### src/rtl/pong_game_ctrl_pkg.sv
// pong_game_ctrl_pkg: shared state encoding, defaults and direction codes for the pong game controller.
package pong_game_ctrl_pkg;
  typedef enum logic [2:0] {S_IDLE, S_ARM, S_PLAY, S_POINT, S_OVER} state_t;
  localparam int DEF_SERVE_FRAMES = 60;
  localparam int DEF_POINT_FRAMES = 30;
  localparam int DEF_WIN_SCORE = 9;
  localparam logic DIR_LEFT = 1'b0;
  localparam logic DIR_RIGHT = 1'b1;
  localparam logic [3:0] SCORE_MAX = 4'd15;
  function automatic logic [3:0] sat_inc(input logic [3:0] s);
    return (s == SCORE_MAX) ? s : s + 4'd1;
  endfunction
endpackage

### src/rtl/pong_btn_edge.sv
// pong_btn_edge: two-flop synchroniser plus rising-edge detector for asynchronous buttons and switches.
module pong_btn_edge (
  input  logic clk,
  input  logic rst,
  input  logic btn,
  output logic rise
);
  logic s1, s2, s3;
  always_ff @(posedge clk or negedge rst)
    if (!rst) {s3, s2, s1} <= 3'b000;
    else {s3, s2, s1} <= {s2, s1, btn};
  assign rise = s2 & ~s3;
endmodule

### src/rtl/pong_game_ctrl.sv
// pong_game_ctrl: game-flow FSM sequencing arm/serve, rally, point pause and game over, and keeping score.
module pong_game_ctrl
  import pong_game_ctrl_pkg::*;
#(
  parameter int SERVE_FRAMES = DEF_SERVE_FRAMES,
  parameter int POINT_FRAMES = DEF_POINT_FRAMES,
  parameter int WIN_SCORE = DEF_WIN_SCORE
) (
  input  logic       clk,
  input  logic       rst,
  input  logic       start_btn,
  input  logic       frame_tick,
  input  logic       exit_left,
  input  logic       exit_right,
  output logic       serve,
  output logic       serve_dir,
  output logic       ball_en,
  output logic       paddle_en,
  output logic [3:0] left_score,
  output logic [3:0] right_score,
  output logic       game_over,
  output logic       winner
);
  localparam int MAX_FRAMES = (SERVE_FRAMES > POINT_FRAMES) ? SERVE_FRAMES : POINT_FRAMES;
  localparam int CW = $clog2(MAX_FRAMES + 1);
  state_t state;
  logic [CW-1:0] cnt;
  logic start_evt;
  logic [3:0] left_next, right_next;
  pong_btn_edge u_start (
    .clk (clk),
    .rst (rst),
    .btn (start_btn),
    .rise(start_evt)
  );
  assign left_next = sat_inc(left_score);
  assign right_next = sat_inc(right_score);
  always_ff @(posedge clk or negedge rst)
    if (!rst) begin
      state <= S_IDLE;
      cnt <= '0;
      serve <= 1'b0;
      serve_dir <= DIR_RIGHT;
      ball_en <= 1'b0;
      paddle_en <= 1'b0;
      left_score <= 4'd0;
      right_score <= 4'd0;
      game_over <= 1'b0;
      winner <= 1'b0;
    end else begin
      serve <= 1'b0;
      case (state)
        S_IDLE, S_OVER:
          if (start_evt) begin
            state <= S_ARM;
            cnt <= CW'(SERVE_FRAMES);
            serve_dir <= DIR_RIGHT;
            left_score <= 4'd0;
            right_score <= 4'd0;
            paddle_en <= 1'b1;
            game_over <= 1'b0;
            winner <= 1'b0;
          end
        S_ARM:
          if (frame_tick) begin
            if (cnt <= CW'(1)) begin
              state <= S_PLAY;
              cnt <= '0;
              serve <= 1'b1;
              ball_en <= 1'b1;
            end else cnt <= cnt - 1'b1;
          end
        S_PLAY:
          if (exit_left && exit_right) begin
            state <= S_POINT;
            cnt <= CW'(POINT_FRAMES);
            ball_en <= 1'b0;
          end else if (exit_left) begin
            right_score <= right_next;
            serve_dir <= DIR_LEFT;
            ball_en <= 1'b0;
            if (right_next == 4'(WIN_SCORE)) begin
              state <= S_OVER;
              paddle_en <= 1'b0;
              game_over <= 1'b1;
              winner <= DIR_RIGHT;
            end else begin
              state <= S_POINT;
              cnt <= CW'(POINT_FRAMES);
            end
          end else if (exit_right) begin
            left_score <= left_next;
            serve_dir <= DIR_RIGHT;
            ball_en <= 1'b0;
            if (left_next == 4'(WIN_SCORE)) begin
              state <= S_OVER;
              paddle_en <= 1'b0;
              game_over <= 1'b1;
              winner <= DIR_LEFT;
            end else begin
              state <= S_POINT;
              cnt <= CW'(POINT_FRAMES);
            end
          end
        S_POINT:
          if (frame_tick) begin
            if (cnt <= CW'(1)) begin
              state <= S_ARM;
              cnt <= CW'(SERVE_FRAMES);
            end else cnt <= cnt - 1'b1;
          end
        default: state <= S_IDLE;
      endcase
    end
endmodule

### config.mk
export PLATFORM = sky130hd
export DESIGN_NAME = pong_game_ctrl
export DESIGN_NICKNAME = d
export VERILOG_FILES = /design/src/rtl/pong_game_ctrl_pkg.sv /design/src/rtl/pong_btn_edge.sv /design/src/rtl/pong_game_ctrl.sv
export SDC_FILE = /design/constraint.sdc
export NUM_CORES = 1
export LEC_CHECK = 0
export ABC_AREA = 0
export BUFFER_PORTS_ARGS = -buffer_cell sky130_fd_sc_hd__buf_4
export CAP_MARGIN = 40
export CORE_MARGIN = 2
export CORE_UTILIZATION = 45
export CTS_CLUSTER_SIZE = 25
export DETAILED_ROUTE_END_ITERATION = 7
export PLACE_DENSITY_LB_ADDON = 0.25
export SETUP_SLACK_MARGIN = 0.2
export SYNTH_ARGS = -nofsm -noshare
export SYNTH_HDL_FRONTEND = slang
export SYNTH_SLANG_ARGS = --single-unit
### constraint.sdc
create_clock -name clk -period 4.9 [get_ports clk]
set_input_delay 0.98 -clock clk [delete_from_list [all_inputs] [get_ports clk]]
set_output_delay 0.98 -clock clk [all_outputs]
set_load 0.05 [all_outputs]
### After elaboration in Yosys (flattened, before gate mapping)

Index checks and enable logic that the tools add are counted.

* equality and inequality tests: 23
* reduce and logical (&&, ||, !) cells: 13
* multiplexer cells: 62
* add/subtract/negate cells: 3
* bitwise gates (word level): 2
* order comparisons: 1

Operators by type and width (number)
* 2-to-1 mux 6 bit: 10
* 2-to-1 mux 4 bit: 8
* 2-to-1 mux 3 bit: 10
* 2-to-1 mux 1 bit: 25
* one-hot mux 6 bit (4 select lines): 1
* inequality test 2 bit (second input constant): 9
* == test 4 bit (second input constant): 4
* one-hot mux 4 bit (2 select lines): 2
* inequality test 4 bit (second input constant): 3
* one-hot mux 3 bit (4 select lines): 1
* AND reduction 4 bit: 3
* AND reduction 6 bit: 2
* one-hot mux 1 bit (2 select lines): 5
* inequality test 3 bit (second input constant): 3
* adder 4 x 1 -> 4 bit (second input constant): 2
* AND reduction 7 bit: 1
* == test 3 x 2 -> 1 bit (second input constant): 2
* less-or-equal comparator 6 x 1 -> 1 bit (second input constant): 1
* subtractor 6 x 1 -> 6 bit (second input constant): 1
* AND reduction 5 bit: 1
* nonzero test 2 bit: 2
* nonzero test 4 bit: 1
* == test 3 x 1 -> 1 bit (second input constant): 1
* == test 3 bit (second input constant): 1
* other kinds (5): 5

* logic and storage cells: 117
* register bits: 26

### Logic depth before layout (Yosys ltp)

Gate-level depths: netlist of run 1.

* depth in word-level cells: 8
* depth in mapped cells: 7
* mapped depth without buffers: 7

### Cells and area by module

From an unflattened synthesis of run 1, not the netlist that was laid out.

* cells, all modules: 157
* area, all modules: 1532.7 um2

Modules (own cells, without submodules)
* pong_game_ctrl: cells each 153, seq. area each 576.8 um2, times used 1, area an instance 1443.9 um2
* pong_btn_edge: cells each 4, seq. area each 75.1 um2, times used 1, area an instance 88.8 um2

### Worst setup path before layout of run 1

OpenSTA, ideal clock, no wires.

* path kind: register -> register
* from: register left_score[0]
* to: register winner
* buffers on the path: 0
* cell stages (with the launch flop): 7
* data arrival time: 2160 ps
* period minus slack after synthesis: 2285 ps
* setup slack: 2615 ps
* cells stage by stage: dfrtp_1 -> ha_1 -> nand2b_1 -> mux2i_1 -> o22a_4 -> or3_4 -> mux2_4

* cells in the longest elaborated chain, start to end: 5
* elaborated cells on any way between the ends: 6

Ends and longest elaborated chain
* from (decl): line pong_game_ctrl.sv:19 `output logic [3:0] left_score,`
* from (signal assigned): line pong_game_ctrl.sv:92 `left_score <= left_next;`
* adder 4 x 1 -> 4 bit / == test 4 bit (equally long branches): line pong_game_ctrl_pkg.sv:11 `return (s == SCORE_MAX) ? s : s + 4'd1;`
* 2-to-1 mux 4 bit *: line pong_game_ctrl_pkg.sv:11
* == test 4 bit *: line pong_game_ctrl.sv:95 `if (left_next == 4'(WIN_SCORE)) begin`
* inequality test 3 bit (no source line) *
* AND reduction 6 bit (no source line) *
* to (signal assigned): line pong_game_ctrl.sv:49 `winner <= 1'b0;`
* to (signal assigned): line pong_game_ctrl.sv:86 `winner <= DIR_RIGHT;`
* to (signal assigned): line pong_game_ctrl.sv:99 `winner <= DIR_LEFT;`
* to (decl): line pong_game_ctrl.sv:22 `output logic winner`

Mark *: on every way between the ends. The rest lies on a longest branch, timed or not.
A chain may end at the register's enable or synchronous reset.

### Worst setup path in the final report of run 1

* from: input port exit_left
* to: register winner

* cells in the longest elaborated chain, start to end: 3
* elaborated cells on any way between the ends: 9

Ends and longest elaborated chain
* from (decl): line pong_game_ctrl.sv:13 `input logic exit_left,`
* 2-to-1 mux 1 bit / logical AND 1 bit (equally long branches): line pong_game_ctrl.sv:78, pong_game_ctrl.sv:74
* 2-to-1 mux 1 bit / inequality test 2 bit (equally long branches)
* one-hot mux 1 bit (2 select lines) / AND reduction 6 bit (equally long branches)
* to (signal assigned): line pong_game_ctrl.sv:49
* to (signal assigned): line pong_game_ctrl.sv:62 `winner <= 1'b0;`
* to (signal assigned): line pong_game_ctrl.sv:86

Parallel ways exist; a longest one is shown, timed or not. The select of a mux whose other input is x is not followed.

==> results_dict.tcl, run 1 <==
set metrics [dict create \
    status "finished, final reports clean" \
    nNetsFinal 193 \
    vias 1296 \
    crit_start "exit_left" \
    cts_hold_buf 0 \
    drc 0 \
    core_mm2 0.00331 \
    cp_max_fo 7 \
    synth_cell_types 50 \
    rsz0062_at_grt "false" \
    pwr-share-comb_pct 46.8 \
    ant_nets 0 \
    hold_viol 0 \
    seq_power_share_pct 37.2 \
    dp_worst_setup_slack_ps 2410 \
    critPathMaxStageDelay_ps 300 \
    drive_gt1_share_pct 20.0 \
    maxSlewViolCount 0 \
    portBuffers 19 \
    synth_fp_nets 174 \
    hp-start "u_start.s1" \
    p_int_mw 0.539 \
    p_clk_share_pct 16.0 \
    viasPerCell 5.73 \
    wl_per_cell_um 14.7 \
    tritoncts "built" \
    ys_seq_area_share_pct 42.2 \
    syn_avg_cell_area_um2 9.55 \
    fin_area_mm2 0.00177 \
    nFillCells 325 \
    grt_pass1_wl_mm 5.60 \
    clk_latency_ps 340 \
    critical-path-slowest-cell "or2_2" \
    maxSlewHeadroom_pct 65.3 \
    dr.pass1.iters 4 \
    clock_skew_ps 5.62 \
    root_buffer "clkbuf_4" \
    area_growth_pct 14.6 \
    syn_area_mm2 0.00155 \
    dr.first_iter.drc_count 46 \
    antenna_found_initial 0 \
    clock-sinks 26 \
    period_minus_slack_ps 2130 \
    io_pins 20 \
    grt_pass1_vias 1171 \
    start_util_pct 46.7 \
    yosys_register_bits 26 \
    fp.dieW_um 62.6 \
    htree_levels 1 \
    final_common_cell "dfrtp_1" \
    crit_path_start_kind "input port" \
    worstPathArrival_ps 2370 \
    sw_frac_of_total_pct 43.9 \
    rr_startpoint "left_score[0]" \
    rows 21 \
    ctsResizeCount 0 \
    clkTransAtPathRegs_ps 150 \
    cts_buffers 3 \
    endpoint_kind "flop" \
    final_core_util_pct 53.6 \
    grt_max_degree 27 \
    final_cell_mix "dfrtp_1 (25), buf_4 (19), nor2_1 (18), inv_1 (12), a21oi_1 (11)" \
    hold_path_class "reg -> reg" \
    ir_worst_vdd_v 0.000250 \
    placed_cell_area_mm2 0.00172 \
    power.density_mw_per_mm2 542 \
    dp_hpwl_mm 2.36 \
    die-area_mm2 0.00392 \
    num_antenna_cells 0 \
    setup_violations 0 \
    syn-instance-count 162 \
    routed_wl_mm 3.31 \
    cap_viol_max_count 0 \
    globalplace.congestion 0.891 \
    synth_edf_count 0 \
    p_leak_nw 0.803 \
    ys.flop_type "dfrtp_1" \
    yosys_warnings 0 \
    timing.hold.ws_ps 371 \
    critPathRequiredTime_ps 5140 \
    synthArstFlopShare_pct 100 \
    fin_tns_setup_ps 0 \
    crit_type "in -> reg" \
    gr-usage-all-layers_pct 18.0 \
    setup_ws_ps 2770 \
    clock_path_buffers 2 \
    finalCritPeriodShare_pct 43.4 \
    p_switching_mw 0.421 \
    max_freq_mhz 470 \
    die_y_um 62.6 \
    cts_setup_buffers 0 \
    path_cells "buf_4 -> or2_2 -> o22a_1 -> nor2_1 -> or3_4 -> mux2_4" \
    gr-total-overflow 0 \
    worst_pin_slew_ps 521 \
]
## area by class of cell
cell class	count	area (um2)	share of cell area, %
Tap cell	46	57.6	3.25
Inverter	12	45.0	2.54
Multi-Input combinational cell	119	823	46.4
Timing Repair Buffer	19	143	8.05
Clock buffer	3	22.5	1.27
Clock inverter	1	30.0	1.69
Sequential cell	26	652	36.8
## routing by layer
layer  routed length, um  global-route usage, %  part of all wire (%)
met3                 138                   2.70                   4.2
met5                   0                      0                     0
met4                  53                   5.83                   1.6
met1                1480                   24.2                    45
met2                1640                   30.0                    49
## critical path, delay by kind of cell
kind	cells	cell delay [ps]
AO/OA/AOI/OAI	1	170
multiplexers	1	290
AND/OR/NAND/NOR	3	790
buffers and inverters	1	130
## final timing paths
path	to	depth (start not counted)	slack (ps)
worst max-delay path	winner	6	2770
worst min-delay path	u_start.s2	0	370
worst max register to register	winner	6	2810
worst min register to register	u_start.s2	0	370
max in group asynchronous	serve_dir	1	4090
min in group asynchronous	right_score[0]	1	520
## synth_stat cells, types with 2 or more instances
library cell	count	area, um2
and3_1	2	12.5
inv_1	12	45.0
nand3_1	3	15.0
xnor2_1	3	26.3
nor4bb_1	2	20.0
mux2_2	2	22.5
clkbuf_1	4	15.0
ha_1	6	75.1
a22o_1	2	17.5
o21ai_1	5	25.0
o22a_1	3	26.3
nand2b_1	4	25.0
and2b_1	2	15.0
o21ai_0	5	25.0
dfrtp_1	25	626
nor2b_1	3	18.8
nor2_1	18	67.6
o21a_1	2	15.0
and3b_1	2	17.5
a31oi_1	2	12.5
a21oi_1	11	55.1
nand2_1	6	22.5
mux2i_1	5	50.1
nor3_1	5	25.0
or3_1	3	18.8
## per-stage QoR
step	instances	power, mW
2_1_floorplan	162	0.696
3_3_place_gp	222	0.801
3_5_place_dp	222	0.810
4_1_cts	226	0.965
5_1_grt	226	1.03
6_report	226	0.960
## kinds of logic (layout without fill, tap and decap cells)
kind of cell | after synthesis | count (layout) | synth area share, %
XOR/XNOR | 3 | 3 | 1.70
buffers and inverters | 17 | 35 | 4.61
AND/OR/NAND/NOR | 59 | 59 | 21.5
adder cells (fa/ha/maj) | 6 | 6 | 4.85
flip-flops | 26 | 26 | 42.2
multiplexers | 8 | 8 | 5.66
AO/OA/AOI/OAI | 43 | 43 | 19.5
## state kept, by name, indices dropped and copies added, names as in the netlist
name,cells
u_start.s3,1
left_score,4
cnt,6
u_start.s2,1
state,3
serve,1
game_over,1
serve_dir,1
winner,1
paddle_en,1
right_score,4
u_start.s1,1
ball_en,1
## power by group through the flow
stage / clock network, mW / registers [mW] / logic [mW]
global route: 0.163 / 0.371 / 0.500
global placement: 0 / 0.359 / 0.441
CTS: 0.157 / 0.357 / 0.451
finish: 0.153 / 0.357 / 0.450
floorplan: 0 / 0.412 / 0.284
detailed placement: 0 / 0.362 / 0.448
Power figures use the tool's default switching activity.
==> inputs of run 2 (changes only) <==
Clock period 4.9 ns to 2.08 ns, I/O delays scaled along.
==> results_dict.tcl, run 2 (synthesized netlist as in run 1, its figures left out) <==
set metrics [dict create \
    dp_hpwl_mm 2.49 \
    wl_per_cell_um 15.0 \
    final_common_cell "buf_4" \
    drc 0 \
    dr.pass1.iters 4 \
    fin_area_mm2 0.00196 \
    dr.first_iter.drc_count 42 \
    largest_register_ffs 6 \
    antenna_found_initial 0 \
    clk_latency_ps 330 \
    placed_cell_area_mm2 0.00181 \
    fp.dieW_um 62.6 \
    clock_path_buffers 2 \
    grt_pass1_wl_mm 6.21 \
    multiInputGateArea_um2 907 \
    regArea_um2 661 \
    setup_ws_ps 185 \
    hold_viol 0 \
    period_minus_slack_ps 1900 \
    ant_nets 0 \
    crit_path_start_kind "flop" \
    die-area_mm2 0.00392 \
    final_cell_mix "buf_4 (32), dfrtp_1 (18), nor2_1 (17), inv_1 (11), a21oi_1 (11)" \
    num_antenna_cells 0 \
    rows 21 \
    crit_type "reg -> reg" \
    worstPathArrival_ps 2130 \
    drive_gt1_share_pct 36.6 \
    gr-usage-all-layers_pct 19.9 \
    worst_pin_slew_ps 339 \
    fin_tns_setup_ps 0 \
    viasPerCell 5.53 \
    endpoint_kind "flop" \
    htree_levels 1 \
    timing.hold.ws_ps 173 \
    io_pins 20 \
    critPathRequiredTime_ps 2320 \
    final_cells 240 \
    finalCritPeriodShare_pct 91.1 \
    ir_worst_vdd_v 0.000653 \
    power.density_mw_per_mm2 1200 \
    max_freq_mhz 528 \
    regMostFlops "cnt" \
    clock-sinks 26 \
    vias 1326 \
    tritoncts "built" \
    nFillCells 291 \
    clock_skew_ps 2.37 \
    cp_max_fo 7 \
    setup_violations 0 \
    final_core_util_pct 59.1 \
    grt_max_degree 27 \
    placed_cells 229 \
    die_y_um 62.6 \
    start_util_pct 46.7 \
    area_growth_pct 26.5 \
    nNetsFinal 207 \
    clkTransAtPathRegs_ps 150 \
    portBuffers 19 \
    maxSlewHeadroom_pct 77.4 \
    core_mm2 0.00331 \
    globalplace.congestion 0.845 \
    rsz0062_at_grt "true" \
    grt_pass1_vias 1360 \
    hold_path_class "in -> reg" \
    status "finished, final reports clean" \
    routed_wl_mm 3.61 \
    root_buffer "clkbuf_4" \
    gr-total-overflow 0 \
    top_regs "cnt: 6 flops, left_score: 4 flops, right_score: 4 flops" \
    p_leak_nw 0.853 \
    cts_buffers 3 \
    cap_viol_max_count 0 \
    power.total_mw 2.34 \
    dp_worst_setup_slack_ps 130 \
    maxSlewViolCount 0 \
]
-- run 2: cell types whose count changed in the layout (fill, tap and decap cells not counted), moves of 2 or more --
cell,previous run,this run
buf_4,19,32
dfrtp_1,25,18
dfrtp_2,0,7
ha_1,6,3
and3b_1,2,0
and3b_2,0,2
ha_4,0,2
nor3_1,5,3
nor3_2,1,3
or3_1,3,1
or3_4,1,3
-- run 2: worst paths after layout --
path	start	end	slack [ps]	cells after the start
max reg2reg	state[0]	cnt[1]	180	5
max	state[0]	cnt[1]	180	5
min reg2reg	u_start.s1	u_start.s2	370	0
min	start_btn	u_start.s1	170	1
max in group asynchronous	rst	serve_dir	1280	2
min in group asynchronous	rst	game_over	510	2
-- run 2: what timing repair did --
action                                 in CTS  in global routing
gates resized for setup                     3                 14
setup endpoints to repair                   2                  9
pin swaps                                   2                  3
hold buffers                                1                  0
buffers inserted                            5                  1
endpoints found under the hold margin      25                  0
-- run 2: per-layer routing --
layer / routed length, um / vias up / global-route usage, %
li1: - / 636 / -
met1: 1500 / 643 / 24.4
met2: 1880 / 40 / 35.8
met3: 175 / 7 / 3.06
met4: 53 / 0 / 6.39
met5: 0 / - / 0
-- run 2: cell type report --
class,count,area share [%]
multi-input combinational,119,46.4
sequential,26,33.8
timing repair buffer,33,12.8
tap,46,2.94
inverter,12,2.30
clock buffer,4,1.85
-- run 2: critical path: stages (launching register included) --
cell     delay [ps]
dfrtp_1         500
nor2b_1         330
nand2_1         200
o21ai_1         220
o21a_4          220
mux2_2          330
-- run 2: where the power goes --
| part | leakage (nW) | internal (mW) | switching (mW) |
|---|---|---|---|
| sequential | 0.314 | 0.651 | 0.184 |
| clock | 0.0210 | 0.107 | 0.161 |
| combinational | 0.518 | 0.511 | 0.726 |
